`config.mk`:
```
export PLATFORM = sky130hd
export DESIGN_NAME = periferico_temporizador
export DESIGN_NICKNAME = d
export VERILOG_FILES = /design/src/rtl/periferico_temporizador.sv
export SDC_FILE = /design/constraint.sdc
export NUM_CORES = 1
export LEC_CHECK = 0
export ABC_AREA = 1
export CAP_MARGIN = 40
export CORE_UTILIZATION = 35
export DETAILED_ROUTE_END_ITERATION = 7
export PLACE_DENSITY_LB_ADDON = 0.25
export SLEW_MARGIN = 5
export SYNTH_ARGS = -nofsm -noshare
export SYNTH_HDL_FRONTEND = slang
export SYNTH_SLANG_ARGS = --single-unit
```
`constraint.sdc`:
```
create_clock -name Clk -period 1.8 [get_ports Clk]
set_input_delay 0.27 -clock Clk [delete_from_list [all_inputs] [get_ports Clk]]
set_output_delay 0.27 -clock Clk [all_outputs]
set_load 0.05 [all_outputs]
```
`src/rtl/periferico_temporizador.sv`:
```
// periferico_temporizador: memory-mapped 8-bit timer with prescaler, compare flag and interrupt.
// Optional macro TIMER_PWM_EN adds a registered PWM output and the CTRL[3] PWM_INV bit.
module periferico_temporizador #(
  parameter logic [7:0] BASE_ADDR   = 8'hF0,
  parameter logic [7:0] PRESC_RESET = 8'h00
) (
  input  logic       Clk,
  input  logic       Rst,
  input  logic [7:0] Direccion_Dato,
  input  logic [7:0] Entrada_Datos,
  input  logic       RW,
  output logic [7:0] Datos_Salida,
  output logic       Irq,
  output logic       Pwm
);

  typedef enum logic [1:0] {
    S_IDLE = 2'd0,
    S_RUN  = 2'd1,
    S_DONE = 2'd2
  } state_t;

  state_t     state_q, state_d;
  logic       auto_q, auto_d;
  logic       ie_q, ie_d;
  logic       flag_q, flag_d;
  logic       flag_set_s;
  logic       inv_s;
  logic [7:0] presc_q, presc_d;
  logic [7:0] cmp_q, cmp_d;
  logic [7:0] cnt_q, cnt_d, cnt_seq_s;
  logic [7:0] pre_q, pre_d;
  logic [7:0] dout_q, dout_d;
  logic       irq_q, irq_d;
  logic       pwm_q, pwm_d;

  logic       sel_s;
  logic [1:0] off_s;
  logic       wr_ctrl_s, wr_presc_s, wr_cmp_s, wr_cnt_s;
  logic       running_s, tick_s;
  logic [7:0] ctrl_rd_s;

  assign sel_s      = (Direccion_Dato[7:2] == BASE_ADDR[7:2]);
  assign off_s      = Direccion_Dato[1:0];
  assign wr_ctrl_s  = sel_s & RW & (off_s == 2'd0);
  assign wr_presc_s = sel_s & RW & (off_s == 2'd1);
  assign wr_cmp_s   = sel_s & RW & (off_s == 2'd2);
  assign wr_cnt_s   = sel_s & RW & (off_s == 2'd3);

  // EN is not stored separately: it reads back as "currently running".
  assign running_s  = (state_q == S_RUN);
  assign tick_s     = running_s & (pre_q == presc_q);
  assign ctrl_rd_s  = {flag_q, 3'b000, inv_s, ie_q, auto_q, running_s};

  // Next state, prescaler and counter sequencing; bus writes to CNT override below.
  always_comb begin
    state_d    = state_q;
    pre_d      = pre_q;
    cnt_seq_s  = cnt_q;
    flag_set_s = 1'b0;
    case (state_q)
      S_IDLE, S_DONE: begin
        if (wr_ctrl_s && Entrada_Datos[0]) begin
          state_d = S_RUN;
          pre_d   = 8'd0;
        end else begin
          state_d = state_q;
        end
      end
      S_RUN: begin
        if (wr_ctrl_s && !Entrada_Datos[0]) begin
          state_d = S_IDLE;
          pre_d   = 8'd0;
        end else if (tick_s) begin
          pre_d = 8'd0;
          if (cnt_q == cmp_q) begin
            flag_set_s = 1'b1;
            if (auto_q) begin
              cnt_seq_s = 8'd0;
            end else begin
              state_d = S_DONE;
            end
          end else begin
            cnt_seq_s = cnt_q + 8'd1;
          end
        end else begin
          pre_d = pre_q + 8'd1;
        end
      end
      default: begin
        state_d = S_IDLE;
        pre_d   = 8'd0;
      end
    endcase
  end

  // A hardware set beats a simultaneous write-1-to-clear.
  assign flag_d  = flag_set_s | (flag_q & ~(wr_ctrl_s & Entrada_Datos[7]));
  assign auto_d  = wr_ctrl_s  ? Entrada_Datos[1] : auto_q;
  assign ie_d    = wr_ctrl_s  ? Entrada_Datos[2] : ie_q;
  assign presc_d = wr_presc_s ? Entrada_Datos    : presc_q;
  assign cmp_d   = wr_cmp_s   ? Entrada_Datos    : cmp_q;
  assign cnt_d   = wr_cnt_s   ? Entrada_Datos    : cnt_seq_s;
  assign irq_d   = flag_q & ie_q;

`ifdef TIMER_PWM_EN
  logic inv_q;
  logic inv_d;

  assign inv_d = wr_ctrl_s ? Entrada_Datos[3] : inv_q;
  assign inv_s = inv_q;
  assign pwm_d = (running_s & (cnt_q < cmp_q)) ^ inv_q;

  // PWM polarity register.
  always_ff @(posedge Clk or negedge Rst) begin
    if (!Rst) begin
      inv_q <= 1'b0;
    end else begin
      inv_q <= inv_d;
    end
  end
`else
  assign inv_s = 1'b0;
  assign pwm_d = 1'b0;
`endif

  // Read mux; zero when unselected or writing so the bus can be ORed with RAM.
  always_comb begin
    dout_d = 8'd0;
    if (sel_s && !RW) begin
      case (off_s)
        2'd0:    dout_d = ctrl_rd_s;
        2'd1:    dout_d = presc_q;
        2'd2:    dout_d = cmp_q;
        2'd3:    dout_d = cnt_q;
        default: dout_d = 8'd0;
      endcase
    end else begin
      dout_d = 8'd0;
    end
  end

  // State and register file.
  always_ff @(posedge Clk or negedge Rst) begin
    if (!Rst) begin
      state_q <= S_IDLE;
      auto_q  <= 1'b0;
      ie_q    <= 1'b0;
      flag_q  <= 1'b0;
      presc_q <= PRESC_RESET;
      cmp_q   <= 8'hFF;
      cnt_q   <= 8'd0;
      pre_q   <= 8'd0;
      dout_q  <= 8'd0;
      irq_q   <= 1'b0;
      pwm_q   <= 1'b0;
    end else begin
      state_q <= state_d;
      auto_q  <= auto_d;
      ie_q    <= ie_d;
      flag_q  <= flag_d;
      presc_q <= presc_d;
      cmp_q   <= cmp_d;
      cnt_q   <= cnt_d;
      pre_q   <= pre_d;
      dout_q  <= dout_d;
      irq_q   <= irq_d;
      pwm_q   <= pwm_d;
    end
  end

  assign Datos_Salida = dout_q;
  assign Irq          = irq_q;
  assign Pwm          = pwm_q;

endmodule
```
# After elaboration in Yosys (flattened, before gate mapping)
# Index checks and enable logic that the tools add are counted.
[word_totals] input_bits=19 reg_bits=46
[classes] eq_ne=14 n_addsub=2 n_bitwise=11 muxes=22 n_reduce_logical=12
[op_table] op="8-bit two-way mux" count=10
[op_table] op="8-bit case mux with 4 select lines" count=1
[op_table] op="8-bit by 1-bit adder with 8-bit output, second input constant" count=2
[op_table] op="8-bit equality test" count=2
[op_table] op="8-bit case mux with 2 select lines" count=1
[op_table] op="2-bit two-way mux" count=5
[op_table] op="1-bit AND" count=9
[op_table] op="4-bit AND reduction" count=2
[op_table] op="2-bit equality test, second input constant" count=3
[op_table] op="6-bit equality test, second input constant" count=1
[op_table] op="3-bit by 1-bit != test with 1-bit output, second input constant" count=2
[op_table] op="2-bit by 1-bit equality test with 1-bit output, second input constant" count=2
[op_table] op="2-bit zero test" count=2
[op_table] op="1-bit two-way mux" count=4
[op_table] op="2-bit != test, second input constant" count=2
[op_table] op="2-bit case mux with 2 select lines" count=1
[op_table] op="2-bit nonzero test" count=2
[op_table] op="1-bit logical AND" count=3
[op_table] op="3-bit by 2-bit != test with 1-bit output, second input constant" count=1
[op_table] op="3-bit != test, second input constant" count=1
[op_table] op="1-bit zero test" count=2
[op_table] op="2-bit OR reduction" count=1
[op_table] op="1-bit inverter" count=1
[op_table] op="1-bit bitwise OR" count=1

# Logic depth before layout (Yosys ltp)
# Gate-level depths: netlist of run 1.
[depth] depth_word=7 mapped_depth=11 ltp_nobuf=11

# Least setup slack after synthesis of run 1
# Ideal clock, no wire load.
[synth_timing] path_type="input port to flip-flop" startpoint="input port Direccion_Dato[2]" endpoint="register presc_q[2]" slack_ps=374 setup_time_ps=127 stages=8 arrival_time_ps=1298 path_cell_list="inv_1 -> nand2_1 -> nor2_4 -> and2_1 -> nand2_2 -> nor2_4 -> buf_6 -> mux2_1"
[synth_via] elab_chain_len=3
[synth_rtl] item="start, declared" line="9" rtl="input logic [7:0] Direccion_Dato,"
[synth_rtl] item="6-bit equality test" line="43" rtl="assign sel_s = (Direccion_Dato[7:2] == BASE_ADDR[7:2]);"
[synth_rtl] item="1-bit AND (2 in a row)" line="46" rtl="assign wr_presc_s = sel_s & RW & (off_s == 2'd1);"
[synth_rtl] item="end signal, assigned" line="162" rtl="presc_q <= presc_d;"
[synth_rtl] item="end, declared" line="29" rtl="logic [7:0] presc_q, presc_d;"
# Every way passes these cells.
# A chain may end at the register's enable or synchronous reset.

# Worst setup path after layout of run 1
[layout_timing] startpoint="register dout_q[5], in the netlist Datos_Salida[5]" endpoint="output port Datos_Salida[5]"
[layout_lines] item="start, declared" line="33" rtl="logic [7:0] dout_q, dout_d;"
[layout_lines] item="start signal, assigned" line="166" rtl="dout_q <= dout_d;"
[layout_lines] item="end, declared" line="12" rtl="output logic [7:0] Datos_Salida,"
# No word-level cell between the ends.

==> impl_metrics.yaml, run 1 <==
logic_synthesis:
  ys_seq_area_share_pct: 40.8
  ys_top_cells_by_area: "dfrtp_1 (33%), nand2_1 (18%), dfstp_2 (7.4%)"
  synth_warnings: 0
  synth.most_common_cell: "nand2_1"
  avgSynthCellArea_um2: 7.54
  synth_cell_type_count: 40
  syn_nets: 398
  synth_top_cell_by_area: "dfrtp_1"
  synth_ff_type: "dfrtp_1"
  yosys-top-cells-count: "nand2_1 (136), dfrtp_1 (38), inv_1 (37)"
  synth.cell_area_um2: 2840
  synth_edf_count: 0
  synth-seq-cells: 46
  syn_inst: 377
  synth_top_cell_area_share_pct: 33.4
  async_flop_share_pct: 100
critical_path:
  r2r_end: "cnt_q[6]$_DFFE_PN0P_"
  cp.arrival_ps: 1420
  cp_top_family: "buffers and inverters"
  ff2ff_path_depth: 11
  worstPathCellList: "clkdlybuf4s50_1"
  crit_type: "flop to output port"
  cp-endpoint: "Datos_Salida[5]"
  cp_max_fo: 1
  cpMaxStageDelayCell: "clkdlybuf4s50_1"
  setup.worst_path.start: "Datos_Salida[5]$_DFF_PN0_"
  critPathCaptureType: "output port"
  max_stage_delay_ps: 800
  crit_buf_inv: 1
  crit_cells: 1
  required_ps: 1530
  startpoint_type: "flop"
  r2r-start: "cmp_q[2]$_DFFE_PN1P_"
  reg2reg_slack_ps: 140
floorplan:
  start_util_pct: 36.4
  die_h_um: 92.1
  num_rows: 32
  die_x_um: 92.1
  ios: 29
  dieArea_um2: 8490
  core_area_um2: 7810
layout:
  syn2layout_area_growth_pct: 22.5
  fin_cells: 535
  fill_cells: 792
  n_antenna_cell: 0
  nets: 453
  layout-drive-gt1-share_pct: 19.2
  final_util_pct: 44.6
clock_tree:
  root_buffer: "clkbuf_8"
  cts_tree: "built"
  clk_pin_slew_ps: 80
  cts-hold-fix-buffers: 0
  clk_latency_ps: 300
  cts_buffers: 5
  clock_sinks: 46
  cts_htree_levels: 2
  cts_buffer_depth: 2
routing:
  viasPerCell: 4.88
  ant_nets: 0
  avgRoutedWirePerCell_um: 13.9
  drt_iter0_drc: 206
  first_pass_iters: 4
  wl_um: 7430
  drc: 0
  dr_total_vias: 2610
flow_run:
  cap_violations: 0
hold_path:
  hold_class: "input port to asynchronous set/reset pin"
sta:
  final_hold_viol_count: 0
  worstMarginPinSlew_ps: 581
  fin_skew_ps: 6.36
  drv_slew: 0
  worst_slew_margin_rel_pct: 61.2
  min_period_ps: 1690
  setup_viol: 0
  worst_hold_slack_ps: 45.3
  rsz0062_at_grt: "false"
  fin_crit_sh_pct: 93.8
  max_freq_ghz: 0.592
placement:
  port_buffers: 27
  gp_congestion: 0.881
  dp_hpwl_um: 5740
  dp_cells: 523
global_route:
  grtUsageTotal_pct: 18.9
  grt_max_degree: 47
  grt_pass1_vias: 2490
  grt_pass1_wl_um: 12400
  antenna_found_initial: 0
  overflow: 0
pwr:
  ir_drop_v: 0.000289
  power.density_nw_per_um2: 753
  leakagePower_nw: 1.71
run_status:
  status: "finished clean"
[report_power, final]
group	total, W	switching [W]	leakage (nW)	internal, W
registers	0.00123	0.0000907	0.584	0.00113
logic	0.000794	0.000488	1.09	0.000306
clock network	0.000601	0.000325	0.0395	0.000276
total	0.00262	0.000904	1.71	0.00172
[logic make-up (layout without fill, tap and decap cells)]
logic type,Yosys count,count (layout),share of synthesized area [%]
AOI/OAI and AO/OA,47,47,10.2
xor gates and xnor gates,10,10,3.08
adders and majority gates,2,2,0.880
buffers and inverters,56,111,8.67
DFF,46,46,40.8
muxes,5,5,1.98
other,1,1,0.132
and+or+nand+nor,210,211,34.3
[metal layers]
metal	track usage (%)	wire length, um	vias to the layer above
met5	0	0	-
met1	26.9	3590	1200
li1	-	-	1311
met2	29.5	3340	87
met4	4.95	98	0
met3	3.40	396	12
[layout by cell type, fill, tap and decap left out, drive strengths merged, types with 4 or more instances in the layout]
| master | instances |
|---|---|
| nand4 | 7 |
| xor2 | 5 |
| o21ai | 20 |
| nor2 | 23 |
| buf | 27 |
| mux2 | 5 |
| clkbuf | 8 |
| clkdlybuf4s50 | 26 |
| a31oi | 4 |
| a21oi | 9 |
| xnor2 | 5 |
| nand2 | 145 |
| inv | 48 |
| dfstp | 8 |
| nand3 | 29 |
| dfrtp | 38 |
| o21bai | 8 |
[flip-flops by register name, indices dropped and copies added, names as in the netlist]
| signal | cells |
|---|---|
| Datos_Salida | 8 |
| Irq | 1 |
| auto_q | 1 |
| cmp_q | 8 |
| cnt_q | 8 |
| flag_q | 1 |
| ie_q | 1 |
| pre_q | 8 |
| presc_q | 8 |
| state_q | 2 |
[layout make-up]
class / count / area [um2] / area share, %
clock buffer: 8 / 80.1 / 2.30
inverter: 50 / 193 / 5.53
multi-input combinational: 276 / 1450 / 41.6
sequential: 46 / 1160 / 33.3
tap: 102 / 128 / 3.66
timing repair buffer: 53 / 473 / 13.6
[worst min path at each step]
stage | startpoint | to | slack, ps | cells after the start
2_1_floorplan | Rst | Datos_Salida[0]$_DFF_PN0_ | -30 | 0
3_3_place_gp | Rst | cnt_q[5]$_DFFE_PN0P_ | 390 | 2
3_5_place_dp | Rst | cnt_q[5]$_DFFE_PN0P_ | 400 | 2
4_1_cts | Rst | cnt_q[4]$_DFFE_PN0P_ | 80 | 2
5_1_grt | Rst | Datos_Salida[7]$_DFF_PN0_ | 110 | 2
6_report | Rst | cnt_q[5]$_DFFE_PN0P_ | 50 | 2
[per-stage QoR]
| step | TNS, ps | power [W] | setup WS, ps | area [um2] |
|---|---|---|---|---|
| floorplan | 0 | 0.00174 | 374 | 2840 |
| global placement | -1720 | 0.00198 | -109 | 3370 |
| detailed placement | -2930 | 0.00199 | -165 | 3370 |
| CTS | 0 | 0.00259 | 93.1 | 3450 |
| global route | 0 | 0.00281 | 1.88 | 3480 |
| finish | 0 | 0.00262 | 112 | 3480 |
[repair_timing]
| action | CTS | global route |
|---|---|---|
| gates resized for setup | 0 | 3 |
| endpoints found under the setup margin | 0 | 11 |
| setup buffers | 0 | 3 |
Note: power is estimated with default switching activity, not from simulation.
==> run 2: changes to the inputs <==
--- a/config.mk
+++ b/config.mk
@@ -6,6 +6,7 @@
 export NUM_CORES = 1
 export LEC_CHECK = 0
 export ABC_AREA = 1
+export ABC_CLOCK_PERIOD_IN_PS = 1800
 export CAP_MARGIN = 40
 export CORE_UTILIZATION = 35
 export DETAILED_ROUTE_END_ITERATION = 7
==> results of run 2 <==
The final DEF is identical to that of run 1; final timing and power are the same.
